File: config.mk
export PLATFORM = sky130hd
export DESIGN_NAME = turn_signal_seq
export DESIGN_NICKNAME = d
export VERILOG_FILES = /design/src/rtl/turn_signal_seq.sv
export SDC_FILE = /design/constraint.sdc
export NUM_CORES = 1
export LEC_CHECK = 0
export BUFFER_PORTS_ARGS = -buffer_cell sky130_fd_sc_hd__clkbuf_2
export CORE_MARGIN = 2
export CORE_UTILIZATION = 52
export CTS_CLUSTER_DIAMETER = 100
export DETAILED_ROUTE_END_ITERATION = 16
export PLACE_DENSITY_LB_ADDON = 0.05
export SLEW_MARGIN = 20
export SYNTH_ARGS = -nofsm -noshare
export SYNTH_HDL_FRONTEND = slang
export SYNTH_SLANG_ARGS = --single-unit
File: constraint.sdc
create_clock -name clk -period 2.1 [get_ports clk]
set_input_delay 0.42 -clock clk [delete_from_list [all_inputs] [get_ports clk]]
set_output_delay 0.42 -clock clk [all_outputs]
set_load 0.01 [all_outputs]
File: src/rtl/turn_signal_seq.sv
// -----------------------------------------------------------------------------
// turn_signal_seq
//
// Sequential turn-signal lamp driver. A request picks one of three patterns:
//   LEFT/RIGHT : the lamps on the chosen side fill outward one lamp per step,
//                then go dark for one step ("all-off"), then repeat while the
//                request is still held.
//   HAZ        : all lamps on both sides blink together, with one step on and
//                one step off.
// A prescaler divides clk so that one sequence step lasts DIV cycles.
//
// Parameters
//   NLAMPS : lamps per side (1..8)
//   DIV    : clock cycles per sequence step (1..65535)
//
// Ports
//   clk    : single clock; all state changes happen on its rising edge
//   reset  : asynchronous, active-high reset
//   left   : left-turn request (level)
//   right  : right-turn request (level)
//   hazard : hazard request (level)
//   la     : left lamps, bit 0 innermost (registered)
//   ra     : right lamps, bit 0 innermost (registered)
//   busy   : high whenever the sequencer is not idle (registered)
// -----------------------------------------------------------------------------
module turn_signal_seq #(
    parameter int NLAMPS = 3,
    parameter int DIV    = 1
) (
    input  logic              clk,
    input  logic              reset,
    input  logic              left,
    input  logic              right,
    input  logic              hazard,
    output logic [NLAMPS-1:0] la,
    output logic [NLAMPS-1:0] ra,
    output logic              busy
);

    localparam int PW = $clog2(NLAMPS + 1);
    localparam int CW = (DIV > 1) ? $clog2(DIV) : 1;

    localparam logic [CW-1:0] CNT_LAST = CW'(DIV - 1);
    localparam logic [PW-1:0] POS_LAST = PW'(NLAMPS);
    localparam logic [PW-1:0] POS_ONE  = PW'(1);

    typedef enum logic [1:0] {
        IDLE  = 2'd0,
        LEFT  = 2'd1,
        RIGHT = 2'd2,
        HAZ   = 2'd3
    } state_t;

    state_t            state_q, state_d;
    // Request latched in IDLE; the sequencer enters it on the following edge.
    // IDLE in this register means "nothing pending".
    state_t            pend_q, pend_d;
    logic [PW-1:0]     pos_q, pos_d;
    logic [CW-1:0]     cnt_q, cnt_d;
    logic [NLAMPS-1:0] la_q, la_d;
    logic [NLAMPS-1:0] ra_q, ra_d;
    logic              busy_q, busy_d;

    logic              step;
    logic              haz_req;
    logic              same_req;
    state_t            req_sel;
    logic [NLAMPS-1:0] fill;

    assign step     = (cnt_q == CNT_LAST);
    // Both turn requests at once is treated as a hazard request.
    assign haz_req  = hazard | (left & right);
    assign same_req = (state_q == LEFT) ? left : right;

    // Thermometer pattern for the next position: lamp k lit when k < pos.
    for (genvar gi = 0; gi < NLAMPS; gi++) begin : g_fill
        assign fill[gi] = (PW'(gi) < pos_d);
    end

    always_comb begin
        req_sel = IDLE;
        if (haz_req) begin
            req_sel = HAZ;
        end else if (left) begin
            req_sel = LEFT;
        end else if (right) begin
            req_sel = RIGHT;
        end
    end

    always_comb begin
        state_d = state_q;
        pos_d   = pos_q;
        cnt_d   = cnt_q;
        pend_d  = IDLE;

        case (state_q)
            IDLE: begin
                cnt_d = '0;
                pos_d = '0;
                if (pend_q != IDLE) begin
                    state_d = pend_q;
                    pos_d   = POS_ONE;
                end else begin
                    pend_d = req_sel;
                end
            end

            LEFT, RIGHT: begin
                if (step) begin
                    cnt_d = '0;
                    if (hazard) begin
                        state_d = HAZ;
                        pos_d   = POS_ONE;
                    end else if (pos_q == '0) begin
                        // End of the all-off step: repeat only if still requested.
                        if (same_req) begin
                            pos_d = POS_ONE;
                        end else begin
                            state_d = IDLE;
                        end
                    end else if (pos_q == POS_LAST) begin
                        pos_d = '0;
                    end else begin
                        pos_d = pos_q + POS_ONE;
                    end
                end else begin
                    cnt_d = cnt_q + CW'(1);
                end
            end

            HAZ: begin
                if (step) begin
                    cnt_d = '0;
                    if (pos_q != '0) begin
                        pos_d = '0;
                    end else if (haz_req) begin
                        pos_d = POS_ONE;
                    end else begin
                        state_d = IDLE;
                    end
                end else begin
                    cnt_d = cnt_q + CW'(1);
                end
            end

            default: begin
                state_d = IDLE;
                pos_d   = '0;
                cnt_d   = '0;
            end
        endcase
    end

    // Outputs are decoded from the next state so the lamp registers change on
    // the same edge as the state, keeping every output a plain flop.
    always_comb begin
        la_d   = '0;
        ra_d   = '0;
        busy_d = (state_d != IDLE);
        case (state_d)
            LEFT:    la_d = fill;
            RIGHT:   ra_d = fill;
            HAZ: begin
                la_d = {NLAMPS{pos_d != '0}};
                ra_d = {NLAMPS{pos_d != '0}};
            end
            default: ;
        endcase
    end

    always_ff @(posedge clk or posedge reset) begin
        if (reset) begin
            state_q <= IDLE;
            pend_q  <= IDLE;
            pos_q   <= '0;
            cnt_q   <= '0;
            la_q    <= '0;
            ra_q    <= '0;
            busy_q  <= 1'b0;
        end else begin
            state_q <= state_d;
            pend_q  <= pend_d;
            pos_q   <= pos_d;
            cnt_q   <= cnt_d;
            la_q    <= la_d;
            ra_q    <= ra_d;
            busy_q  <= busy_d;
        end
    end

    assign la   = la_q;
    assign ra   = ra_q;
    assign busy = busy_q;

endmodule

* After elaboration in Yosys (flattened, before gate mapping) *
Index checks and enable logic that the tools add are counted.

word-level totals
  flip-flop bits (word level) = 14
  input bits = 5
  word-level logic and storage cells = 58
  output and inout port bits = 7

cells by class
  bitwise logic cells = 2
  order comparisons = 3
  multiplexer cells = 29
  reductions and logical operators = 8
  equality and inequality tests = 7
  add/subtract/negate cells = 2

operators by type and width
  cell                 number
  $mux 2               21
  $pmux 2 s3           2
  $pmux 3 s2           2
  $eq 2x2->1 const B   5
  $reduce_bool 2->1    4
  $eq 2x1->1 const B   2
  $logic_not 2->1      2
  $lt 1x2->1 const A   2
  $mux 1               3
  $reduce_or 3->1      1
  $add 2x1->2 const B  1
  $lt 2x2->1 const A   1
  $pmux 1 s2           1
  $reduce_or 2->1      1
  $add 1x1->1 const B  1
  $and 1x1->1          1
  $or 1x1->1           1

* Longest topological paths before layout *
  word-level depth = 9
  mapped depth = 8
  depth with buffers taken out = 8

* Least setup slack after synthesis *
Ideal clock, no wire load.

  path type = reg-to-reg
  start point = register state_q[0]
  end point = register ra_q[1] (netlist: ra[1])
  cell stages (with the launch flop) = 8
  slack = 0.407 ns
  data required time = 1.976 ns
  clock period less this slack = 1.693 ns
  arrival = 1.568 ns
  buffers on the path = 0
  setup time = 0.124 ns
  path through = dfrtp_1 -> ha_1 -> mux2_4 -> o21ai_1 -> a311o_1 -> clkinv_2 -> a21oi_1 -> nor2_1

on the way
  word-level cells in the longest chain between the ends = 9
  elaborated cells on any way between the ends = 25
  those cells by class = order compare: 1; eq/ne: 5; mux: 16; reduce/logical: 3

ends and longest elaborated chain
  item                    RTL line  source
  start, declared         54        state_t state_q, state_d;
  start signal, assigned  182       state_q <= state_d;
  $eq 2x1->1              73, 97
  $mux 1                  73        assign same_req = (state_q == LEFT) ? left : right;
  $mux 2                  117       if (same_req) begin
  $mux 2                  115       end else if (pos_q == '0) begin
  $mux 2                  112       if (hazard) begin
  $mux 2                  110       if (step) begin
  $pmux 2 s3 *            97        case (state_q)
  via state_d[0]          54
  $eq 2x2->1              161       case (state_d)
  $pmux 3 s2 *            161
  via ra_d[1]             61        logic [NLAMPS-1:0] ra_q, ra_d;
  end signal, assigned    187       ra_q <= ra_d;
  end, declared           61

Mark *: on every way through the listed nets, which the timed path passes. The rest lies on a longest branch.

* Final worst setup path *
  start point = register state_q[1]
  end point = register la_q[1] (netlist: la[1])

on the way
  word-level cells in the longest chain between the ends = 9
  elaborated cells on any way between the ends = 25
  those cells by class = order compare: 1; eq/ne: 5; mux: 16; reduce/logical: 3

ends and longest elaborated chain
  item                                             RTL line  source
  $eq 2x1->1                                       73, 97
  $mux 1                                           73
  $mux 2                                           117
  $mux 2                                           115
  $mux 2                                           112
  $mux 2                                           110
  $pmux 2 s3 *                                     97
  via state_d[1]                                   54
  $eq 2x2->1 / $eq 2x1->1 (equally long branches)  161
  $pmux 3 s2 *                                     161
  via la_d[1]                                      60        logic [NLAMPS-1:0] la_q, la_d;
  end signal, assigned                             186       la_q <= la_d;
  end, declared                                    60

Marked as above.

==> impl_metrics.ini <==
[detailed_routing]
routedWlPerCell_um = 13.3
route.detailed.vias_per_inst = 5.36
post-route-drc-count = 0
drt-pass1-iter-count = 3
routedLengthMet1_um = 579
postRouteWirelength_um = 1290
postRouteAntennaNets = 0
wl_met3_um = 40
wl_met2_um = 659
drt_first_iter_violations = 8
via_count = 520
top_signal_layer_used = met4

[setup_path]
crit_type = reg2reg
crit_path_start_kind = flip-flop
crit_path_end_kind = flip-flop
setup.reg_to_reg.worst_slack_ns = 0.25
rr_startpoint = state_q[1]
arrival_worst_endpoint_ns = 2.01
path_depth_of_the_worst_reg2reg_path = 8
worst_r2r_endpoint = la[1]
critical_path_peak_fanout = 4
critical_path_rt_ns = 2.26

[global_route]
globalRoute.totalOverflow = 0
grt_pass1_vias = 478
pin_count_of_the_biggest_net_entering_global_routing = 14
grt_first_pass_wirelength_um = 2160
grtUsageTotal_pct = 21.3
antenna_found_initial = 0

[layout]
antenna_cells_inserted = 0
postLayoutCellArea_um2 = 796
finish.net_count = 93
synthToLayoutAreaGrowth_pct = 14.4
fillers = 109
post_route_cells_drive_above_1_share_pct = 30.5

[timing]
finalCritPeriodShare_pct = 88.0
setup_viol = 0
transition_time_at_the_pin_with_the_least_slew_margin_ns = 0.479
finalCriticalPeriod_ns = 1.85
max_freq_mhz = 541
fin_worst_hold_slack_ns = 0.131
hold_viol_final = 0
slew_headroom_pct = 68.0
rsz_0062_raised_after_global_routing = false
final_max_slew_viol_count = 0
skew_ns = 0.000653
final.setup.tns_ns = 0

[synth]
synth_largest_type_area_fraction_pct = 46.8
synth_top_cell_by_area = sky130_fd_sc_hd__dfrtp_1
post_synth_instance_area_um2 = 696
netlist_instances = 67
yosys_warnings = 0
yosys.cell_types.count = 28
post_synth_main_area_contributors = sky130_fd_sc_hd__dfrtp_1 47%, sky130_fd_sc_hd__ha_1 9.0%, sky130_fd_sc_hd__inv_1 4.9%, sky130_fd_sc_hd__o21ai_2 3.8%, sky130_fd_sc_hd__a21oi_1 2.9%
synth-seq-area-share_pct = 46.8
yosys_register_bits = 13
synthesis.area_per_instance_um2 = 10.4
synthesis.nets = 77

[die]
floorplan.io_pins = 12
placement_rows = 13
dieArea_um2 = 1650
floorplan.initialDensity_pct = 54.8
core_region_area_um2 = 1270
floorplan.die.height_um = 40.6
die_width_um = 40.6

[clock_network]
clkLatencyLatePin_ns = 0.27
cts_max_path_buffers = 2
h_tree_depth_reported_by_cts = 1
numCtsBuffers = 3
cts.hold.buffers_added = 0
cts-root-buf = sky130_fd_sc_hd__clkbuf_4
post-cts-setup-buffer-count = 0
tritoncts = done
numClockSinks = 13
worst_setup_hold_path_clk_slew_ns = 0.07
cts_repair_resize_count = 0

[flow_run]
drv_cap = 0

[placed_design]
postPlaceCellArea_um2 = 769
dp.final_hpwl_um = 990
gp_routability_congestion = 0.755
io_buffer_count = 11

[pwr]
power_density_nw_per_um2 = 1770
peakVddDrop_v = 0.000922
report.power.total_w = 0.00141
leakage_power_nw = 0.408

[hold_path]
min_path_type = in2async

[run_status]
status = complete, no violations
## critical path, cell delays in order, from the launching register on
cell	delay (ns)
sky130_fd_sc_hd__dfrtp_1	0.40
sky130_fd_sc_hd__inv_1	0.08
sky130_fd_sc_hd__ha_1	0.16
sky130_fd_sc_hd__mux2_4	0.31
sky130_fd_sc_hd__o21ai_1	0.18
sky130_fd_sc_hd__a311o_1	0.30
sky130_fd_sc_hd__clkinv_2	0.11
sky130_fd_sc_hd__a21oi_1	0.15
sky130_fd_sc_hd__nor2_1	0.05
## state kept, by name, summed over array words and instances, names as in the netlist
signal and count:
pend_q 2, la 3, state_q 2, ra 3, pos_q 2, busy 1
## stage by stage
step	util [%]	setup WS (ns)	std cells
5_1_grt	62.7	0.101	97
3_5_place_dp	60.7	0.254	93
6_report	62.7	0.251	97
3_3_place_gp	60.7	0.271	93
2_1_floorplan	-	0.407	67
4_1_cts	62.7	0.244	97
## routing by layer
layer,up-vias,track usage (%)
met2,6,32.1
met4,0,10.0
met5,-,0
li1,263,-
met3,2,8.33
met1,249,26.6
## report_power, final
| group | switching (W) | leakage, nW | internal (W) | total (W) |
|---|---|---|---|---|
| sequential | 0.0000572 | 0.167 | 0.000352 | 0.000409 |
| clock | 0.0000770 | 0.0150 | 0.0000736 | 0.000151 |
| combinational | 0.000519 | 0.225 | 0.000333 | 0.000852 |
| total | 0.000653 | 0.408 | 0.000759 | 0.00141 |
## synth_stat cells, drive strengths merged
| library cell | number |
|---|---|
| nand3 | 1 |
| o31a | 1 |
| and2 | 1 |
| nor2 | 5 |
| nor3 | 1 |
| a21oi | 6 |
| dfrtp | 13 |
| o211ai | 1 |
| inv | 9 |
| o21ai | 5 |
| a211o | 1 |
| ha | 5 |
| clkinv | 2 |
| mux2 | 1 |
| nand2 | 3 |
| nand2b | 3 |
| nand3b | 1 |
| and3 | 1 |
| a31oi | 2 |
| a21o | 1 |
| a311o | 2 |
| o21a | 2 |
## how the worst max path moves through the flow
stage,start,end,slack (ns)
after floorplan,state_q[0],ra[1],0.41
after global placement,state_q[0],ra[1],0.27
after detailed placement,state_q[0],la[1],0.25
after CTS,state_q[1],la[1],0.24
after global routing,state_q[1],la[1],0.10
final,state_q[1],la[1],0.25
## cells by family (layout without fill, tap and decap cells)
logic type	after synthesis	in the layout	synth area share [%]
AOI/OAI and AO/OA	21	21	23.0
muxes	1	1	2.16
DFF	13	13	46.8
adders and majority gates	5	5	8.99
and+or+nand+nor	16	16	12.8
buffers and inverters	11	26	6.29
## layout by cell type, fill, tap and decap left out, drive strengths merged, types with 2 or more instances in the layout
| cell type | n |
|---|---|
| nand2 | 3 |
| o21ai | 5 |
| ha | 5 |
| dfrtp | 13 |
| nand2b | 3 |
| inv | 9 |
| nor2 | 5 |
| clkinv | 2 |
| o21a | 2 |
| a31oi | 2 |
| clkbuf | 15 |
| a311o | 2 |
| a21oi | 6 |
## area by class of cell
| class | count | area (µm²) | share of cell area (%) |
|---|---|---|---|
| Clock buffer | 4 | 26.3 | 3.30 |
| Inverter | 11 | 43.8 | 5.50 |
| Multi-Input combinational cell | 43 | 327 | 41.0 |
| Sequential cell | 13 | 325 | 40.9 |
| Tap cell | 15 | 18.8 | 2.36 |
| Timing Repair Buffer | 11 | 55.1 | 6.92 |
Note: power is estimated with default switching activity, not from simulation.
